<file path="config.mk">
export PLATFORM = sky130hd
export DESIGN_NAME = down_timer_flat
export DESIGN_NICKNAME = d
export VERILOG_FILES = /design/src/rtl/down_timer_if.sv /design/src/rtl/down_timer.sv /design/src/flat_wrapper.sv
export SDC_FILE = /design/constraint.sdc
export NUM_CORES = 1
export LEC_CHECK = 0
export CAP_MARGIN = 20
export CORE_MARGIN = 2
export CORE_UTILIZATION = 40
export CTS_CLUSTER_SIZE = 28
export DETAILED_ROUTE_END_ITERATION = 8
export PLACE_DENSITY_LB_ADDON = 0.12
export SYNTH_ARGS = -nofsm -noshare
export SYNTH_HDL_FRONTEND = slang
export SYNTH_SLANG_ARGS = --single-unit
</file>
<file path="constraint.sdc">
create_clock -name i_clk -period 4.6 [get_ports i_clk]
set_clock_uncertainty 0.15 [all_clocks]
set_input_delay 1.38 -clock i_clk [delete_from_list [all_inputs] [get_ports i_clk]]
set_output_delay 1.38 -clock i_clk [all_outputs]
set_load 0.005 [all_outputs]
</file>
<file path="src/rtl/down_timer_if.sv">
// Bus bundle for down_timer: load/start/stop controls in, count and flags out.
// The master drives the controls and the slave (the timer) drives the status.
interface down_timer_if #(
    parameter int DATA_WIDTH = 16
);
    logic                  i_le;
    logic [DATA_WIDTH-1:0] i_data;
    logic                  i_start;
    logic                  i_stop;
    logic [DATA_WIDTH-1:0] o_data;
    logic                  o_busy;
    logic                  o_tc;

    modport master (
        output i_le, i_data, i_start, i_stop,
        input  o_data, o_busy, o_tc
    );

    modport slave (
        input  i_le, i_data, i_start, i_stop,
        output o_data, o_busy, o_tc
    );
endinterface

</file>
<file path="src/rtl/down_timer.sv">
// down_timer: loadable down-counter with pause/resume and a one-cycle
// terminal-count pulse on the 1 -> 0 transition.
// Build option: define TIMER_AUTORELOAD_EN for periodic mode, where the count
// reloads on terminal count and the timer stays running (DONE is never used).
//
// state | meaning
// ------+-------------------------------------------------------------
// IDLE  | stopped; count held (after load, pause or reset)
// RUN   | counting down one per edge; o_busy high
// DONE  | one-shot expired; count is 0, start re-arms from reload value
module down_timer #(
    parameter int DATA_WIDTH = 16
) (
    input  logic          i_clk,
    input  logic          i_rst,
    down_timer_if.slave   bus
);

    typedef enum logic [1:0] {
        IDLE = 2'd0,
        RUN  = 2'd1,
        DONE = 2'd2
    } state_t;

    localparam logic [DATA_WIDTH-1:0] ONE  = DATA_WIDTH'(1);
    localparam logic [DATA_WIDTH-1:0] ZERO = '0;

    state_t                state;
    logic [DATA_WIDTH-1:0] count;
    logic [DATA_WIDTH-1:0] reload;
    logic                  tc;
    logic                  busy;

    // Control FSM, counter and registered flags; load beats stop beats start.
    always_ff @(posedge i_clk or negedge i_rst) begin
        if (!i_rst) begin
            state  <= IDLE;
            count  <= ZERO;
            reload <= ZERO;
            tc     <= 1'b0;
            busy   <= 1'b0;
        end else begin
            tc <= 1'b0;
            if (bus.i_le) begin
                reload <= bus.i_data;
                count  <= bus.i_data;
                state  <= IDLE;
                busy   <= 1'b0;
            end else begin
                case (state)
                    IDLE: begin
                        // A stop here is a no-op but still masks a same-cycle start.
                        if (!bus.i_stop && bus.i_start && (count != ZERO)) begin
                            state <= RUN;
                            busy  <= 1'b1;
                        end
                    end
                    RUN: begin
                        if (bus.i_stop) begin
                            state <= IDLE;
                            busy  <= 1'b0;
                        end else if (count == ONE) begin
                            tc <= 1'b1;
`ifdef TIMER_AUTORELOAD_EN
                            count <= reload;
`else
                            count <= ZERO;
                            state <= DONE;
                            busy  <= 1'b0;
`endif
                        end else if (count != ZERO) begin
                            count <= count - ONE;
                        end
                    end
                    DONE: begin
                        if (!bus.i_stop && bus.i_start && (reload != ZERO)) begin
                            count <= reload;
                            state <= RUN;
                            busy  <= 1'b1;
                        end
                    end
                    default: begin
                        state <= IDLE;
                        busy  <= 1'b0;
                    end
                endcase
            end
        end
    end

    assign bus.o_data = count;
    assign bus.o_busy = busy;
    assign bus.o_tc   = tc;

endmodule

</file>
<file path="src/flat_wrapper.sv">
// flat-port wrapper written by rule: the top's interface ports become plain ports
module down_timer_flat 
#(
    parameter int DATA_WIDTH = 16
)
  (i_clk, i_rst, bus_i_le, bus_i_data, bus_i_start, bus_i_stop, bus_o_data, bus_o_busy, bus_o_tc);
  down_timer_if #(.DATA_WIDTH(DATA_WIDTH)) bus_i ();
  input  logic i_clk;
  input  logic i_rst;
  input wire logic [$bits(bus_i.i_le)-1:0] bus_i_le;
  input wire logic [$bits(bus_i.i_data)-1:0] bus_i_data;
  input wire logic [$bits(bus_i.i_start)-1:0] bus_i_start;
  input wire logic [$bits(bus_i.i_stop)-1:0] bus_i_stop;
  output wire logic [$bits(bus_i.o_data)-1:0] bus_o_data;
  output wire logic [$bits(bus_i.o_busy)-1:0] bus_o_busy;
  output wire logic [$bits(bus_i.o_tc)-1:0] bus_o_tc;
  assign bus_i.i_le = bus_i_le;
  assign bus_i.i_data = bus_i_data;
  assign bus_i.i_start = bus_i_start;
  assign bus_i.i_stop = bus_i_stop;
  assign bus_o_data = bus_i.o_data;
  assign bus_o_busy = bus_i.o_busy;
  assign bus_o_tc = bus_i.o_tc;
  down_timer #(.DATA_WIDTH(DATA_WIDTH)) u_core (.i_clk(i_clk), .i_rst(i_rst), .bus(bus_i));
endmodule
</file>
-- Word level (Yosys, flattened, before mapping)
Cells that the tools add are included.
- word-level logic and storage cells: 46
- output and inout port bits: 18
- input bits: 21
- flip-flop bits (word level): 36
- mux-type cells: 22
- eq/ne operators: 8
- reductions and logical operators: 10
- add/sub/neg operators: 1
- operators by type and width (kind ; count):
    2-to-1 mux 16 bit ; 5
    case mux 16 bit (2 select lines) ; 1
    nonzero test 16 bit ; 2
    == test 16 x 1 -> 1 bit, second input constant ; 1
    subtractor 16 x 1 -> 16 bit, second input constant ; 1
    2-to-1 mux 2 bit ; 5
    2-to-1 mux 1 bit ; 9
    inequality test 3 x 2 -> 1 bit, second input constant ; 2
    case mux 2 bit (3 select lines) ; 1
    inequality test 4 x 2 -> 1 bit, second input constant ; 1
    inequality test 4 x 3 -> 1 bit, second input constant ; 1
    AND reduction 4 bit ; 1
    logical AND 1 bit ; 3
    inequality test 3 bit, second input constant ; 1
    case mux 1 bit (3 select lines) ; 1
    AND reduction 3 bit ; 1
    nonzero test 3 bit ; 1
    == test 2 x 1 -> 1 bit, second input constant ; 1
    == test 2 bit, second input constant ; 1
    logical NOT 2 bit ; 1
    logical NOT 1 bit ; 1

-- Logic depth before layout (Yosys ltp)
- depth after elaboration: 6
- gate-level depth with buffers: 8
- depth with buffers taken out: 6

-- Worst setup path before layout
Ideal clock, no wire load.
- path type: input -> register
- start point: input port bus_i_le
- end point: register u_core.count[1] (netlist: u_core.bus.o_data[1])
- setup time: 125 ps
- stages on the path: 6
- path buffers: 2
- setup slack: 1534 ps
- required time: 4325 ps
- arrival: 2791 ps
- cells stage by stage: clkbuf_1 -> nor4b_1 -> nand4_4 -> and2_4 -> buf_6 -> mux2_4
- cells in the longest elaborated chain, start to end: 2
- ends and longest elaborated chain (item ; RTL line ; RTL):
    from (decl) ; flat_wrapper.sv:10 ; input wire logic [$bits(bus_i.i_le)-1:0] bus_i_le;
    inequality test 4 x 2 -> 1 bit (no source line), or another cell as far along ; - ;
    AND reduction 4 bit (no source line) ; - ;
    to (signal assigned) ; down_timer.sv:46 ; count <= bus.i_data;
    to (signal assigned) ; down_timer.sv:72 ; count <= count - ONE;
    to (signal assigned) ; down_timer.sv:77 ; count <= reload;
    to (decl) ; down_timer.sv:29 ; logic [DATA_WIDTH-1:0] count;
Several ways; a longest one is shown, not always the timed one.
A chain may end at the register's enable or synchronous reset.

-- Worst setup path after layout
- start point: input port bus_i_le
- end point: register u_core.count[12] (netlist: u_core.bus.o_data[12])
Same word-level chain as after synthesis.

==> metrics <==
I/O Pins 39; setup TNS 0 ns; FF-to-FF path depth 5; Critical Path Fanout Max 12; worst hold path type flip-flop to flip-flop; # rows 26; Nets 275; period utilisation layout 73.54%; min Tclk post-route 3.383 ns; htree depth 2; CP Capture Type flip-flop; Max-Cap Viols 0; power density over the cells 358.8 nW/um2; number of DRC markers in iteration 0 114; Max Clk Rate 295.6 MHz; kind of critical path input pin to flip-flop; Final Max Slew Viols 0; Post-DRT Antenna Nets 0; core box area 5042 um2; CTS resizes 0; Layout area overhead 25.82%; Clock Path Buffers 2; share of cells above drive strength 1 9.921%; Finished Layout Cells between 300 and 400; max incr delay on CP 0.63 ns; Startpoint Class input pin; Detailed Place HPWL 3950 um; placed cell count 313; Global Route Usage Sum around 21%; root buffer cell clkbuf_8; ANT cells 0; Worst Tran Pin Value 0.8339 ns; clk_lat worst skew 0.30 ns; final hold vios 0; Fin Hold WS 0.3921 ns; number of global-route vias before repair 1685; RR Endpoint u_core.bus.o_data[12]; port bufs 38; clock sinks 35; yosys synthesis warning count 0; placed cell area 2480 um2; drt pass-1 iters 4; syn_nets 240; cts bufs inserted 5; CP Cell Sequence clkdlybuf4s50_1 > nor4b_1 > nand4_4 > and2_4 > a221o_1; Final setup viols 0; CTS tree built; RSZ-0062 raised after global routing false; outcome finished, final reports clean; Core Util, Final a little over 50%; ys async rst share 100.0%; Die Y 75.84 um; end of the critical path u_core.bus.o_data[12]; stages on the worst setup path 5; Overall Power 932.1 uW; Post-Place Setup Slack 0.9218 ns; WL final 5538 um; VDD IR-drop max 138.1 uV; Avg Cell Area, Syn around 9.6 um2; fill count 497; CP Data Required Time 4.63 ns; Initial Utilization 40.94%; Synth cell types between 40 and 50; Mapped Cells 216; initial antenna violation count 0; Reg2Reg Launch Point u_core.bus.o_data[10]; Relative slew margins 44.29%; vias 1824; Reg2Reg Setup Slack between 1.5 and 2 ns; Setup WS post-layout 1.217 ns; vias per inst around 5.7; CP max-delay cell clkdlybuf4s50_1; first-pass GRT wire length 8694 um; WL/cell 17.20 um; Die X 75.84 um; EDFF count, synth 0; FF+latch count, synth 35; ys flop type dfrtp_1; routability congestion estimate from global placement 0.8198; clock slew at reported path FFs 0.08 ns; Worst Setup SP bus_i_le; CP top delay family simple AND/OR/NAND/NOR gates; crit path DAT 3.41 ns; total global routing overflow 0; register area share after synthesis 42.42%; Post-CTS Setup Bufs 0; Leak Pwr 1.074 nW; DRC violations left 0; hold buffer count at cts 0; DIE AREA roughly 5800 um2; largest net degree at the start of global routing 36; Finished Cell Area 2597 um2; Syn Std Cell Area 2064 um2; WP buf/inv 1
==> cell usage after synthesis, types with 6 or more instances <==
cell type / instances / share of area [%]
nand2_1: 25 / 4.5
a22o_1: 6 / 2.5
mux2_2: 9 / 4.9
o211ai_1: 6 / 2.2
nor4_1: 6 / 1.8
dfrtp_1: 35 / 42
nor2_1: 12 / 2.2
o31ai_1: 6 / 2.2
inv_1: 13 / 2.4
clkbuf_1: 9 / 1.6
o21ai_0: 14 / 3.4
==> cells in the final DEF, fill, tap and decap left out, drive strengths merged, types with 2 or more instances in the layout <==
cell and count:
a21oi 4, a221o 4, a22o 6, a22oi 5, a311o 3, a311oi 2
a31oi 2, a32o 2, a32oi 4, and2 3, buf 2, clkbuf 6
clkdlybuf4s50 38, clkinv 2, dfrtp 35, ha 3, inv 13, mux2 10
nand2 25, nand2b 3, nand3 3, nand4 3, nor2 12, nor2b 5
nor3 5, nor4 7, o211ai 6, o21ai 14, o2bb2ai 3, o31ai 6
or3 3, or4 2
==> area by class of cell <==
type / count / area [um2] / share of cell area, %
clock buffers: 5 / 68.82 / 2.649
clock inverters: 3 / 43.79 / 1.686
inverters: 13 / 48.80 / 1.879
multi-input cells: 155 / 1072 / 41.28
flip-flops and latches: 35 / 875.8 / 33.72
well taps: 70 / 87.58 / 3.372
repair buffers: 41 / 400.4 / 15.41
==> cell families after synthesis <==
logic type	after synthesis	share of synthesized area [%]
AOI/OAI and AO/OA	67	24.43
adders and majority gates	3	1.818
buffers and inverters	26	5.636
DFF	35	42.42
muxes	10	5.636
and+or+nand+nor	75	20.06
==> flip-flops by register name, summed over array words and instances (netlist names) <==
signal	cells
u_core.state	1
u_core.bus.o_tc	1
u_core.bus.o_busy	1
u_core.bus.o_data	16
u_core.reload	16
==> per-layer routing <==
metal / global-route usage [%] / part of all wire [%] / up-vias
li1: - / - / 892
met1: 29.80 / 49 / 881
met2: 31.70 / 46 / 43
met3: 3.968 / 3.4 / 8
met4: 5.458 / 1.5 / 0
met5: 0 / 0 / -
==> where the power goes <==
| part | total (mW) | switching [mW] | internal [mW] | leakage (nW) |
|---|---|---|---|---|
| sequential | 0.404 | 0.0563 | 0.348 | 0.431 |
| clock | 0.286 | 0.125 | 0.161 | 0.0581 |
| combinational | 0.242 | 0.110 | 0.132 | 0.585 |
==> how the worst min path moves through the flow <==
stage                                from               endpoint  cells after the start
finish                   u_core.reload[0]       u_core.reload[0]                      1
global route             u_core.reload[0]       u_core.reload[0]                      1
CTS                      u_core.reload[0]       u_core.reload[0]                      1
detailed placement       u_core.reload[0]       u_core.reload[0]                      1
global placement         u_core.reload[0]       u_core.reload[0]                      1
floorplan           u_core.bus.o_data[13]  u_core.bus.o_data[13]                      1
(Power assumes the default switching activity.)
